<file path="config.mk">
export PLATFORM = sky130hd
export DESIGN_NAME = mrnaiso_valve_sequencer_flat
export DESIGN_NICKNAME = d
export VERILOG_FILES = /design/src/rtl/mrnaiso_valve_sequencer_if.sv /design/src/rtl/mrnaiso_valve_sequencer.sv /design/src/flat_wrapper.sv
export SDC_FILE = /design/constraint.sdc
export NUM_CORES = 1
export LEC_CHECK = 0
export ABC_AREA = 1
export CORE_MARGIN = 2
export CORE_UTILIZATION = 57
export DETAILED_ROUTE_END_ITERATION = 10
export GPL_ROUTABILITY_DRIVEN = 0
export PLACE_DENSITY = 0.74
export REMOVE_ABC_BUFFERS = 1
export SYNTH_ARGS = -nofsm -noshare
export SYNTH_HDL_FRONTEND = slang
export SYNTH_SLANG_ARGS = --single-unit
</file>
<file path="constraint.sdc">
create_clock -name clk -period 8.85 [get_ports clk]
set_clock_uncertainty 0.1 [all_clocks]
set_input_delay 0.885 -clock clk [delete_from_list [all_inputs] [get_ports clk]]
set_output_delay 0.885 -clock clk [all_outputs]
set_load 0.05 [all_outputs]
</file>
<file path="src/rtl/mrnaiso_valve_sequencer_if.sv">
// Host-side bus of the mRNA isolation valve sequencer.
// Optional loop_count port exists when MRNAISO_SEQ_LOOP_EN is defined.
interface mrnaiso_valve_sequencer_if #(
  parameter int CTRL_SIZE = 13,
  parameter int NUM_STEPS = 8,
  parameter int DWELL_W   = 16
);
  localparam int AW = $clog2(NUM_STEPS);

  logic                 step_we;
  logic [AW-1:0]        step_addr;
  logic [CTRL_SIZE-1:0] step_ctrl;
  logic                 step_pump_en;
  logic                 step_pump_rev;
  logic                 step_last;
  logic [DWELL_W-1:0]   step_dwell;
  logic                 start;
  logic                 abort;
`ifdef MRNAISO_SEQ_LOOP_EN
  logic [7:0]           loop_count;
`endif
  logic                 busy;
  logic                 done;
  logic                 aborted;
  logic [AW-1:0]        cur_step;

  modport master (
`ifdef MRNAISO_SEQ_LOOP_EN
    output loop_count,
`endif
    output step_we, step_addr, step_ctrl,
    output step_pump_en, step_pump_rev,
    output step_last, step_dwell,
    output start, abort,
    input  busy, done, aborted, cur_step
  );

  modport slave (
`ifdef MRNAISO_SEQ_LOOP_EN
    input  loop_count,
`endif
    input  step_we, step_addr, step_ctrl,
    input  step_pump_en, step_pump_rev,
    input  step_last, step_dwell,
    input  start, abort,
    output busy, done, aborted, cur_step
  );
endinterface

</file>
<file path="src/rtl/mrnaiso_valve_sequencer.sv">
// Program-table valve/pump sequencer for the mRNA isolation group.
// Define MRNAISO_SEQ_LOOP_EN to repeat the program loop_count+1 times.
module mrnaiso_valve_sequencer #(
  parameter int CTRL_SIZE = 13,
  parameter int PUMP_SIZE = 3,
  parameter int NUM_STEPS = 8,
  parameter int DWELL_W   = 16,
  parameter int PUMP_DIV  = 4,
  parameter logic [CTRL_SIZE-1:0] SAFE_CTRL = '1
) (
  input  logic                 clk,
  input  logic                 rst_n,
  mrnaiso_valve_sequencer_if.slave bus,
  output logic [CTRL_SIZE-1:0] ctrl,
  output logic [PUMP_SIZE-1:0] pump
);
  localparam int AW    = $clog2(NUM_STEPS);
  localparam int DIV_W = $clog2(PUMP_DIV + 1);

  typedef enum logic [1:0] {
    S_IDLE,
    S_RUN,
    S_FINISH,
    S_ABORT
  } state_e;

  state_e state_q, state_d;
  logic [AW-1:0]        idx_q, idx_d;
  logic [DWELL_W-1:0]   cnt_q, cnt_d;
  logic [1:0]           ph_q, ph_d;
  logic [DIV_W-1:0]     div_q, div_d;
  logic [CTRL_SIZE-1:0] ctrl_q, ctrl_d;
  logic [PUMP_SIZE-1:0] pump_q, pump_d;
  logic                 busy_q, busy_d;
  logic                 done_q, done_d;
  logic                 abrt_q, abrt_d;
  logic [AW-1:0]        step_q, step_d;
  logic                 enter;
  logic                 run_d;
`ifdef MRNAISO_SEQ_LOOP_EN
  logic [7:0]           loops_q, loops_d;
`endif

  logic [CTRL_SIZE-1:0] tbl_ctrl  [NUM_STEPS];
  logic                 tbl_en    [NUM_STEPS];
  logic                 tbl_rev   [NUM_STEPS];
  logic                 tbl_last  [NUM_STEPS];
  logic [DWELL_W-1:0]   tbl_dwell [NUM_STEPS];

  // Table is frozen while a program runs.
  always_ff @(posedge clk) begin
    if (bus.step_we && !busy_q) begin
      tbl_ctrl[bus.step_addr]  <= bus.step_ctrl;
      tbl_en[bus.step_addr]    <= bus.step_pump_en;
      tbl_rev[bus.step_addr]   <= bus.step_pump_rev;
      tbl_last[bus.step_addr]  <= bus.step_last;
      tbl_dwell[bus.step_addr] <= bus.step_dwell;
    end
  end

  always_comb begin
    state_d = state_q;
    idx_d   = idx_q;
    cnt_d   = cnt_q;
    ph_d    = ph_q;
    div_d   = div_q;
    enter   = 1'b0;
`ifdef MRNAISO_SEQ_LOOP_EN
    loops_d = loops_q;
`endif
    unique case (state_q)
      S_IDLE: begin
        if (bus.start) begin
          state_d = S_RUN;
          idx_d   = '0;
          enter   = 1'b1;
`ifdef MRNAISO_SEQ_LOOP_EN
          loops_d = bus.loop_count;
`endif
        end
      end
      S_RUN: begin
        if (bus.abort) begin
          state_d = S_ABORT;
        end else if (cnt_q == '0) begin
          if (tbl_last[idx_q] ||
              idx_q == AW'(NUM_STEPS - 1)) begin
`ifdef MRNAISO_SEQ_LOOP_EN
            if (loops_q != 8'd0) begin
              loops_d = loops_q - 8'd1;
              idx_d   = '0;
              enter   = 1'b1;
            end else begin
              state_d = S_FINISH;
            end
`else
            state_d = S_FINISH;
`endif
          end else begin
            idx_d = idx_q + AW'(1);
            enter = 1'b1;
          end
        end else begin
          cnt_d = cnt_q - DWELL_W'(1);
          if (div_q == DIV_W'(PUMP_DIV - 1)) begin
            div_d = '0;
            ph_d  = (ph_q == 2'd2) ? 2'd0 : ph_q + 2'd1;
          end else begin
            div_d = div_q + DIV_W'(1);
          end
        end
      end
      S_FINISH: state_d = S_IDLE;
      S_ABORT:  state_d = S_IDLE;
      default:  state_d = S_IDLE;
    endcase
    // Counter holds remaining cycles after this one; dwell 0 acts as 1.
    if (enter) begin
      cnt_d = (tbl_dwell[idx_d] == '0) ? '0 :
              tbl_dwell[idx_d] - DWELL_W'(1);
      ph_d  = 2'd0;
      div_d = '0;
    end
  end

  always_comb begin
    run_d  = (state_d == S_RUN);
    ctrl_d = run_d ? tbl_ctrl[idx_d] : SAFE_CTRL;
    pump_d = '1;
    if (run_d && tbl_en[idx_d]) begin
      unique case (1'b1)
        (ph_d == 2'd0):
          pump_d = tbl_rev[idx_d] ? 3'b011 : 3'b110;
        (ph_d == 2'd1):
          pump_d = 3'b101;
        default:
          pump_d = tbl_rev[idx_d] ? 3'b110 : 3'b011;
      endcase
    end
    busy_d = run_d;
    done_d = (state_d == S_FINISH);
    abrt_d = (state_d == S_ABORT);
    step_d = run_d ? idx_d : '0;
  end

  always_ff @(posedge clk or negedge rst_n) begin
    if (!rst_n) begin
      state_q <= S_IDLE;
      idx_q   <= '0;
      cnt_q   <= '0;
      ph_q    <= 2'd0;
      div_q   <= '0;
      ctrl_q  <= SAFE_CTRL;
      pump_q  <= '1;
      busy_q  <= 1'b0;
      done_q  <= 1'b0;
      abrt_q  <= 1'b0;
      step_q  <= '0;
`ifdef MRNAISO_SEQ_LOOP_EN
      loops_q <= 8'd0;
`endif
    end else begin
      state_q <= state_d;
      idx_q   <= idx_d;
      cnt_q   <= cnt_d;
      ph_q    <= ph_d;
      div_q   <= div_d;
      ctrl_q  <= ctrl_d;
      pump_q  <= pump_d;
      busy_q  <= busy_d;
      done_q  <= done_d;
      abrt_q  <= abrt_d;
      step_q  <= step_d;
`ifdef MRNAISO_SEQ_LOOP_EN
      loops_q <= loops_d;
`endif
    end
  end

  assign ctrl         = ctrl_q;
  assign pump         = pump_q;
  assign bus.busy     = busy_q;
  assign bus.done     = done_q;
  assign bus.aborted  = abrt_q;
  assign bus.cur_step = step_q;
endmodule

</file>
<file path="src/flat_wrapper.sv">
// flat-port wrapper written by rule: the top's interface ports become plain ports
module mrnaiso_valve_sequencer_flat 
#(
  parameter int CTRL_SIZE = 13,
  parameter int PUMP_SIZE = 3,
  parameter int NUM_STEPS = 8,
  parameter int DWELL_W   = 16,
  parameter int PUMP_DIV  = 4,
  parameter logic [CTRL_SIZE-1:0] SAFE_CTRL = '1
)
  (clk, rst_n, ctrl, pump, bus_step_we, bus_step_addr, bus_step_ctrl, bus_step_pump_en, bus_step_pump_rev, bus_step_last, bus_step_dwell, bus_start, bus_abort, bus_busy, bus_done, bus_aborted, bus_cur_step);
  mrnaiso_valve_sequencer_if #(.CTRL_SIZE(CTRL_SIZE), .NUM_STEPS(NUM_STEPS), .DWELL_W(DWELL_W)) bus_i ();
  input  logic clk;
  input  logic rst_n;
  output logic [CTRL_SIZE-1:0] ctrl;
  output logic [PUMP_SIZE-1:0] pump;
  input wire logic [$bits(bus_i.step_we)-1:0] bus_step_we;
  input wire logic [$bits(bus_i.step_addr)-1:0] bus_step_addr;
  input wire logic [$bits(bus_i.step_ctrl)-1:0] bus_step_ctrl;
  input wire logic [$bits(bus_i.step_pump_en)-1:0] bus_step_pump_en;
  input wire logic [$bits(bus_i.step_pump_rev)-1:0] bus_step_pump_rev;
  input wire logic [$bits(bus_i.step_last)-1:0] bus_step_last;
  input wire logic [$bits(bus_i.step_dwell)-1:0] bus_step_dwell;
  input wire logic [$bits(bus_i.start)-1:0] bus_start;
  input wire logic [$bits(bus_i.abort)-1:0] bus_abort;
  output wire logic [$bits(bus_i.busy)-1:0] bus_busy;
  output wire logic [$bits(bus_i.done)-1:0] bus_done;
  output wire logic [$bits(bus_i.aborted)-1:0] bus_aborted;
  output wire logic [$bits(bus_i.cur_step)-1:0] bus_cur_step;
  assign bus_i.step_we = bus_step_we;
  assign bus_i.step_addr = bus_step_addr;
  assign bus_i.step_ctrl = bus_step_ctrl;
  assign bus_i.step_pump_en = bus_step_pump_en;
  assign bus_i.step_pump_rev = bus_step_pump_rev;
  assign bus_i.step_last = bus_step_last;
  assign bus_i.step_dwell = bus_step_dwell;
  assign bus_i.start = bus_start;
  assign bus_i.abort = bus_abort;
  assign bus_busy = bus_i.busy;
  assign bus_done = bus_i.done;
  assign bus_aborted = bus_i.aborted;
  assign bus_cur_step = bus_i.cur_step;
  mrnaiso_valve_sequencer #(.CTRL_SIZE(CTRL_SIZE), .PUMP_SIZE(PUMP_SIZE), .NUM_STEPS(NUM_STEPS), .DWELL_W(DWELL_W), .PUMP_DIV(PUMP_DIV), .SAFE_CTRL(SAFE_CTRL)) u_core (.clk(clk), .rst_n(rst_n), .bus(bus_i), .ctrl(ctrl), .pump(pump));
endmodule
</file>
==> flow_summary.ini, run 1 <==
[status]
run_status = finished, final reports clean

[setup_path]
cp_data_required_time_ns = 9.22
worstSetupEndpointType = flop
reg2reg_setup_slack_ns = 4.06
cp_slowest_stage_delay_ns = 0.62
cp_cell_sequence = inv_1 -> ha_1 -> nand2_1 -> nor2_1 -> nand3_1 -> nor2_4 -> nand3_2 -> nand2_2 -> buf_4 -> nand3_4 -> inv_2 -> buf_4 -> nand2_1 -> nand3_1 -> nand3_1 -> nand2_1 -> nor2_1 -> nand2_1 -> nor2_4 -> nand3_4 -> nand2_4 -> inv_2 -> nand2_1 -> a21oi_1
critical_path_class = reg2reg
worst_ep_arrival_time_ns = 5.16
critical_path.startpoint_type = flop
timing.critical_path.mode_cell = sky130_fd_sc_hd__nand2_1
crit_slowest_cell = sky130_fd_sc_hd__inv_2
crit_fanout = 47

[die]
die-width_um = 154.9
vert_die_dim_um = 154.9
placeableCoreArea_mm2 = 0.02250
initial_utilization = 0.5767
floorplan.die_area_mm2 = 0.02399
io-pin-count = 62
row_count = 55

[clocking]
ctsRootBufferMaster = sky130_fd_sc_hd__clkbuf_16
clk_transition_reported_paths_ns = 0.06
clk-insertion-delay-late_ns = 0.56
cts_resized = 0
postCtsSetupRepairBufs = 0
clock_tree_from_tritoncts = built
cts_made_buffers = 30
clk_path_buf_depth = 3
cts.sink_count = 304
cts_hold_repair_buffers = 0
htree_levels = 1

[placed_design]
detailed_place_hpwl_mm = 15.54
preCtsSetupSlack_ns = 3.774
port-buffer-count = 61

[finish]
num_antenna_cells = 0
finish.net_count = 1221
sequential_cell_area_mm2 = 0.008909
total_of_fill_cells_in_the_finished_design = 1682
flow.area_growth_from_synthesis_pct = 13.55
layout-drive-gt1-share = 0.09842
area_taken_by_multi_input_logic_gates_mm2 = 0.003535

[synth]
synth_area_per_cell_um2 = 11.52
postSynthRegisterBits = 304
mappedNetlistArea_mm2 = 0.01298
synth_warnings = 0
number_of_unique_standard_cell_types_used_by_synthesis = 44
count_of_flip_flops_with_a_built_in_enable_after_synthesis = 256
synth_top_flop_cell = sky130_fd_sc_hd__edfxtp_1
post_synth_inst_count = 1127
synth-seq-area-share = 0.6865
postSynth.asyncResetShare = 0.1579

[timing]
worst_pin_slew_ns = 1.109
maxClockFrequency_mhz = 208.8
normalized_max_slew_margin = 0.2605
finalHoldViolations = 0
slew_violations = 0
finalCritPeriodShare = 0.5411
clock_period_minus_final_worst_setup_slack_ns = 4.789
rsz_0062_raised_after_global_routing = false
timing.setup.tns_ns = 0
setup_viol_count_final = 0
setup_slack_ns = 4.061

[drt]
remaining_design_rule_violation_count = 0
route.vias.total = 8711
route.detailed.wl_per_inst_um = 19.13
via_per_inst = 5.870
drt-total-wl_mm = 28.39
detail_route.iter0.violations = 838
detail-route-antenna-nets = 0
firstDrtPassIters = 5

[global_route]
grtUsageTotal = 0.2394
largest_net_degree_at_the_start_of_global_routing = 102
via_count_of_the_first_global_routing_pass = 8517
antenna_found_initial = 0
grt_first_pass_wirelength_mm = 45.41
grt_overflow_total = 0

[power_and_ir_drop]
totalPowerFinal_uw = 4069
cellLeakagePower_uw = 0.005360
power-per-cell-area_mw_per_mm2 = 276.1
vdd.ir_drop.worst_mv = 0.2100

[run]
maxCapViolations = 0

[hold_path]
worstHoldPathType = in2async
==> kinds of logic after synthesis <==
logic type               after synthesis  share of synthesized area
AND/OR/NAND/NOR                      521                     0.1834
flip-flops                           304                     0.6865
AO/OA/AOI/OAI                        151                    0.07115
buffers and inverters                134                    0.04580
XOR/XNOR                              11                   0.007424
adder cells (fa/ha/maj)                6                   0.005785
==> per-layer routing <==
| layer | up-vias | track usage | wire (um) |
|---|---|---|---|
| met4 | 0 | 0.07143 | 561 |
| li1 | 4122 | - | - |
| met1 | 4225 | 0.3405 | 12260 |
| met5 | - | 0 | 0 |
| met2 | 320 | 0.3871 | 13630 |
| met3 | 44 | 0.03844 | 1937 |
==> cells in the final DEF, fill, tap and decap left out, types with 14 or more instances in the layout <==
| master | count |
|---|---|
| sky130_fd_sc_hd__edfxtp_1 | 256 |
| sky130_fd_sc_hd__nand2_1 | 237 |
| sky130_fd_sc_hd__nand3_1 | 118 |
| sky130_fd_sc_hd__a21oi_1 | 73 |
| sky130_fd_sc_hd__nor2_1 | 71 |
| sky130_fd_sc_hd__inv_1 | 63 |
| sky130_fd_sc_hd__clkdlybuf4s50_1 | 60 |
| sky130_fd_sc_hd__nand4_1 | 56 |
| sky130_fd_sc_hd__dfrtp_1 | 32 |
| sky130_fd_sc_hd__clkbuf_16 | 30 |
| sky130_fd_sc_hd__o21ai_0 | 25 |
| sky130_fd_sc_hd__buf_4 | 17 |
| sky130_fd_sc_hd__dfstp_2 | 16 |
| sky130_fd_sc_hd__a221oi_1 | 14 |
==> path summary, 6_finish.rpt <==
kind / from / to / cells past startpoint
max reg2reg: u_core.cnt_q[0] / u_core.cnt_q[3] / 24
min in group clk: u_core.div_q[1] / u_core.div_q[1] / 1
min: rst_n / u_core.state_q[0] / 2
max: u_core.cnt_q[0] / u_core.cnt_q[3] / 24
max in group asynchronous: rst_n / u_core.bus.cur_step[2] / 2
min reg2reg: u_core.div_q[1] / u_core.div_q[1] / 1
==> registers in the layout, indices dropped and copies added, names as in the netlist <==
| signal | flops |
|---|---|
| u_core.pump | 3 |
| u_core.bus.cur_step | 3 |
| u_core.ctrl | 13 |
| u_core.bus.done | 1 |
| u_core.ph_q | 2 |
| u_core.bus.aborted | 1 |
| u_core.state_q | 2 |
| u_core.tbl_rev | 8 |
| u_core.bus.busy | 1 |
| u_core.tbl_en | 8 |
| u_core.cnt_q | 16 |
| u_core.tbl_last | 8 |
| u_core.tbl_ctrl | 104 |
| u_core.tbl_dwell | 128 |
| u_core.idx_q | 3 |
| u_core.div_q | 3 |
==> final cells by class <==
type                       instances  share of cell area
inverter                          72             0.01834
tap                              285             0.02420
clock inverter                    19             0.01053
clock buffer                      37             0.05273
sequential                       304              0.6046
multi-input combinational        689              0.2399
timing repair buffer              78             0.04976
==> cells in the mapped netlist, drive strengths merged, types with 2 or more instances <==
cell / number / share of area
edfxtp: 256 / 0.59
nand2: 242 / 0.071
a21oi: 73 / 0.028
inv: 71 / 0.021
nand4: 57 / 0.028
dfstp: 16 / 0.032
ha: 6 / 0.0058
nor4: 2 / 0.00096
a22oi: 12 / 0.0069
a221oi: 14 / 0.0094
nor3: 3 / 0.0012
or2: 4 / 0.0019
buf: 43 / 0.019
o21bai: 2 / 0.0012
a211oi: 12 / 0.0069
xor2: 9 / 0.0061
nand3: 122 / 0.050
o21ai: 26 / 0.010
a31oi: 2 / 0.0021
dfrtp: 32 / 0.062
nor2: 89 / 0.029
xnor2: 2 / 0.0014
clkbuf: 19 / 0.0055
a221o: 2 / 0.0015
o31ai: 5 / 0.0029
==> per-stage QoR <==
step / instance area [um2] / std cells / hold slack [ns] / util
after floorplan: 12650 / 1065 / 0.3698 / -
after global placement: 13800 / 1428 / 0.3849 / 0.6134
after detailed placement: 13800 / 1428 / 0.3923 / 0.6134
after CTS: 14740 / 1484 / 0.3899 / 0.6548
after global routing: 14740 / 1484 / 0.4123 / 0.6548
final: 14740 / 1484 / 0.3687 / 0.6548
==> critical path, delay by kind of cell (launching register included) <==
kind / cells / cell delay (ns)
and+or+nand+nor: 17 / 1.97
buffers and inverters: 5 / 1.83
DFF: 1 / 0.40
adders and majority gates: 1 / 0.20
AOI/OAI and AO/OA: 1 / 0.14
==> power by group <==
part | internal [uW] | switching (uW)
Combinational | 316 | 766
Sequential | 1710 | 68.4
Clock | 682 | 523
Total | 2710 | 1360
No activity file was read; power rests on OpenSTA's default activity.
==> run 2: changes to the inputs <==
Clock period 8.85 ns to 4.6 ns, I/O delays scaled along.
==> flow_summary.ini, run 2 (synthesized netlist as in run 1, its figures left out) <==
[die]
die-width_um = 154.9
io-pin-count = 62
floorplan.die_area_mm2 = 0.02399
initial_utilization = 0.5767
row_count = 55
placeableCoreArea_mm2 = 0.02250
vert_die_dim_um = 154.9

[power_and_ir_drop]
cellLeakagePower_uw = 0.005438
vdd.ir_drop.worst_mv = 0.3697
totalPowerFinal_uw = 7973
seq_power_share = 0.430
power.switching_fraction = 0.3284
p_int_uw = 5354
clock_power_share = 0.305
power-per-cell-area_mw_per_mm2 = 535.8
switchingPower_uw = 2618
combinationalPowerShare = 0.265

[timing]
clock_period_minus_final_worst_setup_slack_ns = 3.719
normalized_max_slew_margin = 0.3980
finalCritPeriodShare = 0.8085
worst_pin_slew_ns = 0.9008
slew_violations = 0
finalHoldViolations = 0
timing.setup.tns_ns = 0
rsz_0062_raised_after_global_routing = false
setup_slack_ns = 0.8811
maxClockFrequency_mhz = 268.9
setup_viol_count_final = 0

[drt]
wl_met2_mm = 14.27
route.layer.met1.wl_mm = 12.11
route.vias.total = 8755
detail_route.iter0.violations = 697
firstDrtPassIters = 6
via_per_inst = 5.864
route.detailed.wl_per_inst_um = 19.32
detail-route-antenna-nets = 0
met3_length_mm = 2.023
dr.max_layer_used = met5
remaining_design_rule_violation_count = 0
drt-total-wl_mm = 28.85

[clocking]
clk_transition_reported_paths_ns = 0.06
cts_resized = 0
cts_hold_repair_buffers = 1
clk-insertion-delay-late_ns = 0.55
htree_levels = 1
clk_path_buf_depth = 3
cts_made_buffers = 30
ctsRootBufferMaster = sky130_fd_sc_hd__clkbuf_16
cts.sink_count = 304
clock_tree_from_tritoncts = built
postCtsSetupRepairBufs = 0

[placed_design]
preCtsSetupSlack_ns = 0.8036
placedInstanceArea_mm2 = 0.01388
port-buffer-count = 61
detailed_place_hpwl_mm = 16.56

[status]
run_status = finished, final reports clean

[setup_path]
worst_ep_arrival_time_ns = 4.05
critical_path_class = reg2reg
crit_fanout = 65
critical_path.startpoint_type = flop
worst_r2r_path_depth = 22
worst_r2r_startpoint = u_core.cnt_q[0]
reg2reg_setup_slack_ns = 0.88
critPathLaunch = u_core.cnt_q[0]
worstSetupEndpointType = flop
cp_data_required_time_ns = 4.93

[finish]
top_register = u_core.tbl_dwell
num_antenna_cells = 0
layout.cells.most_common = sky130_fd_sc_hd__edfxtp_1
flow.area_growth_from_synthesis_pct = 14.66
largest_register_ffs = 128
finish.net_count = 1230
largest_registers = u_core.tbl_dwell (128), u_core.tbl_ctrl (104), u_core.cnt_q (16)
most_frequent_cells_in_the_layout = sky130_fd_sc_hd__edfxtp_1 (256), sky130_fd_sc_hd__nand2_1 (237), sky130_fd_sc_hd__nand3_1 (118), sky130_fd_sc_hd__a21oi_1 (73), sky130_fd_sc_hd__nor2_1 (71)
layout-drive-gt1-share = 0.1084
finish.instance_area_mm2 = 0.01488
final_core_utilization = 0.6613

[global_route]
via_count_of_the_first_global_routing_pass = 8714
antenna_found_initial = 1
grtUsageTotal = 0.2446
grt_overflow_total = 0
largest_net_degree_at_the_start_of_global_routing = 126
grt_first_pass_wirelength_mm = 46.09

[hold_path]
hold_path_depth = 1
min-delay-start = u_core.div_q[1]
worstHoldPathType = reg2reg

[run]
maxCapViolations = 0
[run 2: final timing paths]
kind                                          endpoint
min in group asynchronous            u_core.state_q[0]
max in group asynchronous       u_core.bus.cur_step[0]
worst max register to register         u_core.cnt_q[1]
worst max-delay path                   u_core.cnt_q[1]
worst min-delay path                   u_core.div_q[1]
worst min register to register         u_core.div_q[1]
[run 2: power groups by stage]
stage | clock, uW | combinational [uW] | sequential (uW)
floorplan | 0 | 1110 | 3760
global placement | 0 | 2070 | 3470
detailed placement | 0 | 2090 | 3480
CTS | 2480 | 2110 | 3420
global route | 2590 | 2320 | 3450
finish | 2440 | 2110 | 3430
[run 2: worst max-delay path, cell delays in order, from the launching register on]
cell                      delay (ns)
sky130_fd_sc_hd__dfrtp_1        0.40
sky130_fd_sc_hd__inv_1          0.12
sky130_fd_sc_hd__ha_1           0.18
sky130_fd_sc_hd__nand2_1        0.06
sky130_fd_sc_hd__nor2_1         0.10
sky130_fd_sc_hd__nand3_1        0.15
sky130_fd_sc_hd__nor2_4         0.19
sky130_fd_sc_hd__nand2_1        0.09
sky130_fd_sc_hd__nand2_1        0.06
sky130_fd_sc_hd__nand3_1        0.07
sky130_fd_sc_hd__nand2_2        0.08
sky130_fd_sc_hd__buf_4          0.63
sky130_fd_sc_hd__nand3_1        0.16
sky130_fd_sc_hd__nand3_1        0.12
sky130_fd_sc_hd__nand2_1        0.08
sky130_fd_sc_hd__inv_2          0.08
sky130_fd_sc_hd__ha_1           0.21
sky130_fd_sc_hd__nand2_2        0.12
sky130_fd_sc_hd__nor2_4         0.16
sky130_fd_sc_hd__nand3_4        0.12
sky130_fd_sc_hd__nand2_4        0.09
sky130_fd_sc_hd__nor2_1         0.04
sky130_fd_sc_hd__o21a_1         0.17
[run 2: metal layers]
metal	global-route usage	up-vias
met5	0	-
met4	0.06922	2
met3	0.03816	45
met2	0.4061	319
met1	0.3406	4248
li1	-	4141
[run 2: layout make-up]
type | instances | area, um2
Sequential cell | 304 | 8909
Inverter | 72 | 270.3
Clock inverter | 20 | 180.2
Clock buffer | 36 | 814.5
Multi-Input combinational cell | 689 | 3535
Timing Repair Buffer | 87 | 815.8
Fill cell | 1631 | 7622
Tap cell | 285 | 356.6
[run 2: stage by stage]
step | hold WS [ns] | instances
3_5_place_dp | 0.3918 | 1436
2_1_floorplan | 0.06441 | 1065
6_report | 0.4042 | 1493
4_1_cts | 0.4061 | 1493
5_1_grt | 0.4392 | 1493
3_3_place_gp | 0.3817 | 1436
==> run 3: changes to the inputs <==
Clock period 4.6 ns to 3.7 ns, I/O delays scaled along.
==> flow_summary.ini, run 3 (synthesized netlist as in run 1, its figures left out) <==
[finish]
flow.area_growth_from_synthesis_pct = 16.73
num_antenna_cells = 0
layout.cells.most_common = sky130_fd_sc_hd__edfxtp_1
largest_register_ffs = 128
layout-drive-gt1-share = 0.1240
sequential_cell_area_mm2 = 0.008910
top_register = u_core.tbl_dwell
final_core_utilization = 0.6732
total_of_fill_cells_in_the_finished_design = 1607
finish.cell_count_without_fillers = 1511
area_taken_by_multi_input_logic_gates_mm2 = 0.003572
most_frequent_cells_in_the_layout = sky130_fd_sc_hd__edfxtp_1 (256), sky130_fd_sc_hd__nand2_1 (237), sky130_fd_sc_hd__nand3_1 (117), sky130_fd_sc_hd__a21oi_1 (73), sky130_fd_sc_hd__nor2_1 (69)
largest_registers = u_core.tbl_dwell (128), u_core.tbl_ctrl (104), u_core.cnt_q (16)
finish.net_count = 1248

[die]
placeableCoreArea_mm2 = 0.02250
initial_utilization = 0.5767
die-width_um = 154.9
vert_die_dim_um = 154.9
row_count = 55
io-pin-count = 62
floorplan.die_area_mm2 = 0.02399

[setup_path]
crit_fanout = 38
reg2reg_setup_slack_ns = 0.26
worstSetupEndpointType = flop
worst_r2r_startpoint = u_core.cnt_q[0]
cp_slowest_stage_delay_ns = 0.40
worstReg2RegEnd = u_core.cnt_q[6]
cp_cell_sequence = inv_2 -> ha_1 -> nand2_1 -> nor2_1 -> nand3_2 -> nor2_4 -> nand3_2 -> nand2_4 -> nand3_4 -> buf_12 -> clkbuf_16 -> nand2_1 -> nand3_1 -> nand3_1 -> nand2_1 -> nor2_2 -> nand2_1 -> nor2_4 -> nand3_4 -> nand2_4 -> inv_2 -> nand2_1 -> a21oi_1
critical_path_class = reg2reg
crit_slowest_cell = sky130_fd_sc_hd__dfrtp_1
critical_path.startpoint_type = flop
worst_r2r_path_depth = 23
cp_data_required_time_ns = 4.04
worst_ep_arrival_time_ns = 3.78
wp_buf_inv = 4
worst_path_dominant_cell_family = simple AND/OR/NAND/NOR gates
timing.critical_path.mode_cell = sky130_fd_sc_hd__nand2_1

[placed_design]
numPlacedInstances = 1442
port-buffer-count = 61
detailed_place_hpwl_mm = 16.47

[drt]
remaining_design_rule_violation_count = 0
route.detailed.wl_per_inst_um = 19.53
firstDrtPassIters = 5
detail_route.iter0.violations = 810
via_per_inst = 5.876
route.vias.total = 8878
drt-total-wl_mm = 29.52
detail-route-antenna-nets = 0

[power_and_ir_drop]
vdd.ir_drop.worst_mv = 0.4975
power-per-cell-area_mw_per_mm2 = 660.4
totalPowerFinal_uw = 10000
cellLeakagePower_uw = 0.005560

[timing]
hold-worst-slack_ns = 0.2842
slew_violations = 0
worst_pin_slew_ns = 0.6895
timing.setup.tns_ns = 0
maxClockFrequency_mhz = 291.0
clock_period_minus_final_worst_setup_slack_ns = 3.436
setup_viol_count_final = 0
finalCritPeriodShare = 0.9287
normalized_max_slew_margin = 0.5404
finalHoldViolations = 0

[clocking]
clock_tree_from_tritoncts = built
htree_levels = 1
ctsRootBufferMaster = sky130_fd_sc_hd__clkbuf_16
clk_transition_reported_paths_ns = 0.06
cts.sink_count = 304
clk_path_buf_depth = 3
cts_made_buffers = 31
clk-insertion-delay-late_ns = 0.57

[run]
maxCapViolations = 0

[global_route]
grtUsageTotal = 0.2456
antenna_found_initial = 1
via_count_of_the_first_global_routing_pass = 8780
largest_net_degree_at_the_start_of_global_routing = 78
grt_overflow_total = 0
grt_first_pass_wirelength_mm = 46.33

[status]
run_status = finished, final reports clean

[hold_path]
worstHoldPathType = in2async
[run 3: stage by stage]
stage               area (um2)  setup WS, ns
finish                   15150        0.2638
global route             15150      -0.03100
global placement         13950        0.3915
CTS                      14940        0.2311
floorplan                12650        -1.235
detailed placement       13950        0.2472
[run 3: what timing repair did]
action | CTS | global route
resized for setup | 0 | 20
hold endpoints to repair | 14 | 0
buffers inserted | 0 | 7
setup endpoints to repair | 0 | 15
hold buffers | 1 | 0
[run 3: cell type report]
class,instances,area share
Multi-Input combinational cell,690,0.2358
Sequential cell,304,0.5882
Clock buffer,35,0.05220
Inverter,72,0.01834
Timing Repair Buffer,103,0.06922
Clock inverter,22,0.01272
Tap cell,285,0.02354
[run 3: worst max-delay path by stage]
stage / startpoint / end / slack (ns) / cells after the start
5_1_grt: u_core.cnt_q[0] / u_core.cnt_q[7] / -0.03 / 22
3_3_place_gp: u_core.idx_q[0] / u_core.cnt_q[6] / 0.39 / 21
3_5_place_dp: u_core.idx_q[0] / u_core.cnt_q[3] / 0.25 / 21
4_1_cts: u_core.idx_q[0] / u_core.cnt_q[6] / 0.23 / 21
6_report: u_core.cnt_q[0] / u_core.cnt_q[6] / 0.26 / 23
2_1_floorplan: u_core.cnt_q[0] / u_core.cnt_q[1] / -1.23 / 21
[run 3: metal layers]
metal | vias to the layer above | track usage | wire length (um)
met3 | 69 | 0.04206 | 2077
met4 | 2 | 0.08422 | 731
li1 | 4177 | - | -
met5 | - | 0 | 13
met2 | 332 | 0.4097 | 14440
met1 | 4298 | 0.3309 | 12250
[run 3: power by group]
part	switching [uW]	internal [uW]	total [uW]
registers	165	4100	4260
clock network	1280	1740	3020
logic	1900	822	2720
[run 3: worst reg2reg max path, delay by kind of cell (launching register included)]
| kind | cells | cell delay, ns |
|---|---|---|
| and+or+nand+nor | 17 | 2.00 |
| buffers and inverters | 4 | 0.59 |
| DFF | 1 | 0.40 |
| adders and majority gates | 1 | 0.16 |
| AOI/OAI and AO/OA | 1 | 0.06 |
